$ cat config.mk
export PLATFORM = sky130hd
export DESIGN_NAME = rotation
export DESIGN_NICKNAME = d
export VERILOG_FILES = /design/src/rtl/rotation.sv
export SDC_FILE = /design/constraint.sdc
export NUM_CORES = 1
export LEC_CHECK = 0
export ABC_AREA = 1
export BUFFER_PORTS_ARGS = -buffer_cell sky130_fd_sc_hd__buf_2
export CORE_UTILIZATION = 55
export DETAILED_ROUTE_END_ITERATION = 8
export PLACE_DENSITY = 0.7
export SETUP_SLACK_MARGIN = 0.15
export SLEW_MARGIN = 20
export SYNTH_ARGS = -nofsm -noshare
export SYNTH_HDL_FRONTEND = slang
export SYNTH_SLANG_ARGS = --single-unit
$ cat constraint.sdc
create_clock -name clock -period 7.26 [get_ports clock]
set_clock_uncertainty 0.15 [all_clocks]
set_input_delay 0.726 -clock clock [delete_from_list [all_inputs] [get_ports clock]]
set_output_delay 0.726 -clock clock [all_outputs]
set_load 0.03 [all_outputs]
$ cat src/rtl/rotation.sv
// ---------------------------------------------------------------------------
// rotation -- CORDIC rotation-mode direction sequencer
//
// Reduces a target phase in integer degrees to the range -179..+180. It then
// emits, one bit per clock, the sign sequence that drives the residual angle z
// to zero. The sequence is a +/-90 deg pre-rotation followed by ITER
// +/-atan(2^-k) micro-steps. The downstream rotator applies one
// micro-rotation per o_dir bit.
//
// Ports
//   clock    in   1   system clock, rising edge
//   reset    in   1   synchronous, active-low reset
//   i_angle  in   16  target phase, unsigned degrees (taken mod 360)
//   o_dir    out  1   registered direction: 1 = rotate positive (subtract step)
// ---------------------------------------------------------------------------
module rotation #(
  parameter int ITER = 12
) (
  input  logic        clock,
  input  logic        reset,
  input  logic [15:0] i_angle,
  output logic        o_dir
);

  localparam logic [3:0]  K_LAST = 4'(ITER);
  localparam logic [3:0]  K_IDLE = 4'(ITER + 1);
  // 360 deg in residual units (1 LSB = 1/128 deg)
  localparam logic [17:0] FULL_TURN = 18'd46080;

  // Step table in 1/128 deg: 90 deg, then atan(2^-(k-1)) rounded to nearest
  function automatic logic signed [17:0] step_tab(input logic [3:0] k);
    case (k)
      4'd0:    step_tab = 18'sd11520;
      4'd1:    step_tab = 18'sd5760;
      4'd2:    step_tab = 18'sd3400;
      4'd3:    step_tab = 18'sd1797;
      4'd4:    step_tab = 18'sd912;
      4'd5:    step_tab = 18'sd458;
      4'd6:    step_tab = 18'sd229;
      4'd7:    step_tab = 18'sd115;
      4'd8:    step_tab = 18'sd57;
      4'd9:    step_tab = 18'sd29;
      4'd10:   step_tab = 18'sd14;
      4'd11:   step_tab = 18'sd7;
      4'd12:   step_tab = 18'sd4;
      default: step_tab = 18'sd0;
    endcase
  endfunction

  logic [8:0]         ang_red;
  logic signed [17:0] z_load;
  logic               dir_step;
  logic signed [17:0] tab_k;

  logic [8:0]         last_q, last_d;
  logic signed [17:0] z_q, z_d;
  logic [3:0]         k_q, k_d;
  logic               dir_q, dir_d;

  assign ang_red = 9'(i_angle % 16'd360);

  // a*128, folded into -179..+180 by subtracting a full turn when a > 180.
  // The 18-bit wrap of the subtraction yields the two's-complement value.
  assign z_load = $signed({2'b00, ang_red, 7'b0} -
                          ((ang_red > 9'd180) ? FULL_TURN : 18'd0));

  // z == 0 counts as positive
  assign dir_step = ~z_q[17];
  assign tab_k    = step_tab(k_q);

  always_comb begin
    last_d = last_q;
    z_d    = z_q;
    k_d    = k_q;
    dir_d  = dir_q;
    if (ang_red != last_q) begin
      // A new angle restarts the sequence; o_dir holds for this edge
      last_d = ang_red;
      z_d    = z_load;
      k_d    = 4'd0;
    end else if (k_q <= K_LAST) begin
      dir_d = dir_step;
      z_d   = dir_step ? (z_q - tab_k) : (z_q + tab_k);
      k_d   = k_q + 4'd1;
    end
  end

  always_ff @(posedge clock) begin
    if (!reset) begin
      last_q <= 9'd0;
      z_q    <= 18'sd0;
      k_q    <= K_IDLE;
      dir_q  <= 1'b0;
    end else begin
      last_q <= last_d;
      z_q    <= z_d;
      k_q    <= k_d;
      dir_q  <= dir_d;
    end
  end

  assign o_dir = dir_q;

endmodule

==> results.tsv <==
stage	metric	value	unit
status	outcome	finished, final reports clean	
place	dp_hpwl	8.018	mm
synthesis	synth-main-ff-cell	dfxtp_1	
drt	viasPerCell	5.427	
drt	drtIter0Drc	275	
sta	slew_violations	0	
floorplanning	initial_core_util	57.44	%
sta	finalCriticalPeriod	7.038	ns
global_routing	grt_pass1_wl	17.22	mm
cts	cts_max_level	2	
floorplanning	coreArea	0.007807	mm^2
global_routing	gr-usage-all-layers	24.26	%
cts	root_buffer	clkbuf_8	
synthesis	yosys-top-cells-area	dfxtp_1 (14%), nand2_1 (14%), ha_1 (7.8%)	
place	port_buffers	18	
drt	wl_per_cell	13.47	um
global_routing	overflow	0	
sta	rsz0062_at_grt	true	
run	maxCapViolCount	0	
synthesis	synth_top_family_by_area	simple AND/OR/NAND/NOR gates	
worst_setup_path	crit_fanout	8	
cts	clockBufferDepth	2	
drt	first_pass_iters	5	
sta	slew_headroom	67.30	%
worst_setup_path	worstSetupPathType	in -> reg	
layout	final_cell_mix	nand2_1 (147), inv_1 (74), nand3_1 (56), buf_4 (44)	
sta	hold_violations	0	
floorplanning	rows	32	
synthesis	ys_types	44	
synthesis	yosys_warnings	0	
sta	fin_tns_setup	0	ns
cts	worstSkewPairLatency	0.29	ns
synthesis	synth_edf_count	0	
worst_setup_path	cp-startpoint	i_angle[12]	
drt	drc	0	
worst_setup_path	crit_top_cell	nand2_4	
cts	cts_buffers	5	
synthesis	synth_fp_nets	758	
worst_setup_path	end_kind	register	
cts	cts_hold_buf	0	
synthesis	synthMuxAreaShare	0.3069	%
synthesis	synth-seq-area-share	14.29	%
sta	worst_pin_slew	0.4905	ns
sta	setup_viol	0	
floorplanning	fp.dieArea	0.008518	mm^2
drt	wirelength	11.76	mm
worst_setup_path	cp-start-kind	primary input	
floorplanning	fp.dieH	92.30	um
global_routing	grt_pass1_vias	3963	
synthesis	async_reset_ff_share	0	%
synthesis	synth_fa_ha_area_share	8.259	%
place	gp_congestion	0.8811	
worst_setup_path	r2r_end	z_q[16]$_SDFFE_PN0P_	
layout	nets	817	
worst_setup_path	crit_end	z_q[16]$_SDFFE_PN0P_	
global_routing	antenna_found_initial	0	
cts	cts_tree	done	
synthesis	synth.largest_area_cell	dfxtp_1	
synthesis	synth-simple-area-share	47.04	%
cts	clk_pin_slew	0.08	ns
worst_setup_path	slowest_delay	0.28	ns
drt	vias	4738	
synthesis	synth_seq_cells	32	
min_path	hold_class	reg -> reg	
layout	final_common_cell	nand2_1	
layout	area_growth_syn_to_layout	25.78	%
sta	clock.fmax	142.1	MHz
layout	drive_gt1_share	29.83	%
floorplanning	num_io_pins	19	
layout	insertedDiodeCount	0	
sta	fin_crit_sh	96.95	%
drt	ant_nets	0	
worst_setup_path	ff2ff_path_depth	30	
synthesis	synth_top_area_share	14.29	%
worst_setup_path	regToRegSetupSlack	1.99	ns
synthesis	synth_area_per_cell	6.307	um^2
synthesis	synthCells	711	
synthesis	synth_xor_area_share	9.347	%
worst_setup_path	arrival	7.07	ns
worst_setup_path	crit_slowest_cell	o21ai_4	
synthesis	synth-compound-area-share	11.33	%
synthesis	syn_area	0.004484	mm^2
cts	cts.sinks	32	
global_routing	grt_start_max_net_pins	20	
worst_setup_path	required	7.29	ns
floorplanning	die_w	92.30	um
worst_setup_path	timing.rr.start	k_q[0]$_SDFFE_PN1P_	
-- critical path: cells and delay by family --
| family | cells | cell delay (ns) |
|---|---|---|
| simple gates | 48 | 4.79 |
| buf+inv | 7 | 0.55 |
| fa+ha+maj | 2 | 0.32 |
| xor+xnor | 1 | 0.16 |
| compound gates | 2 | 0.47 |
-- through the flow --
step	setup WS (ns)	instance area, um^2	util, %	hold slack [ns]	std cells
after floorplan	0.7608	4484	-	0.2934	711
after global placement	0.1313	4692	60.10	0.3033	826
after detailed placement	-0.07884	4692	60.10	0.3150	826
after CTS	0.2199	4803	61.52	0.3260	834
after global routing	-0.1716	5640	72.24	0.3436	873
final	0.2216	5640	72.24	0.3235	873
-- cells by family after synthesis --
logic type | Yosys count
buffers and inverters | 110
muxes | 1
DFF | 32
AOI/OAI and AO/OA | 87
adders and majority gates | 29
xor gates and xnor gates | 47
and+or+nand+nor | 405
-- area by class of cell --
cell class	count	area [um^2]
Multi-Input combinational cell	569	3915
Timing Repair Buffer	62	460.4
Inverter	100	385.4
Clock buffer	5	68.82
Sequential cell	32	640.6
Fill cell	635	2167
Clock inverter	3	42.54
Tap cell	102	127.6
-- registers in the layout, indices dropped and copies added (netlist names) --
| register | count |
|---|---|
| z_q | 18 |
| last_q | 9 |
| k_q | 4 |
| o_dir | 1 |
-- timing repair --
| item | in CTS | in global routing |
|---|---|---|
| endpoints found under the setup margin | 0 | 17 |
| resized for setup | 0 | 125 |
| buffers inserted | 0 | 39 |
-- per-layer routing --
metal	up-vias	wire length, um	track usage [%]
met2	118	5775	40.86
met4	0	218	5.729
met1	2159	5294	32.97
li1	2436	-	-
met5	-	0	0
met3	25	470	2.874
-- cells in the mapped netlist (16+ instances only) --
master / instances
inv_1: 81
nor2_1: 46
a21oi_1: 41
inv_2: 16
nand4_1: 21
dfxtp_1: 32
ha_1: 28
nand2_1: 168
o21ai_0: 17
xor2_1: 36
nand2_2: 40
nand3_1: 70
-- how the worst min path moves through the flow --
stage | from | endpoint | slack (ns) | cells after the start
floorplan | z_q[0]$_SDFFE_PN0P_ | z_q[0]$_SDFFE_PN0P_ | 0.29 | 2
global placement | z_q[2]$_SDFFE_PN0P_ | z_q[2]$_SDFFE_PN0P_ | 0.30 | 2
detailed placement | z_q[2]$_SDFFE_PN0P_ | z_q[2]$_SDFFE_PN0P_ | 0.31 | 2
CTS | z_q[0]$_SDFFE_PN0P_ | z_q[0]$_SDFFE_PN0P_ | 0.33 | 2
global route | z_q[3]$_SDFFE_PN0P_ | z_q[3]$_SDFFE_PN0P_ | 0.34 | 2
finish | z_q[2]$_SDFFE_PN0P_ | z_q[2]$_SDFFE_PN0P_ | 0.32 | 2
Power is left out: the tool's default activity adds up to more than one toggle a clock period on the data nets, which glitch-free logic cannot reach.
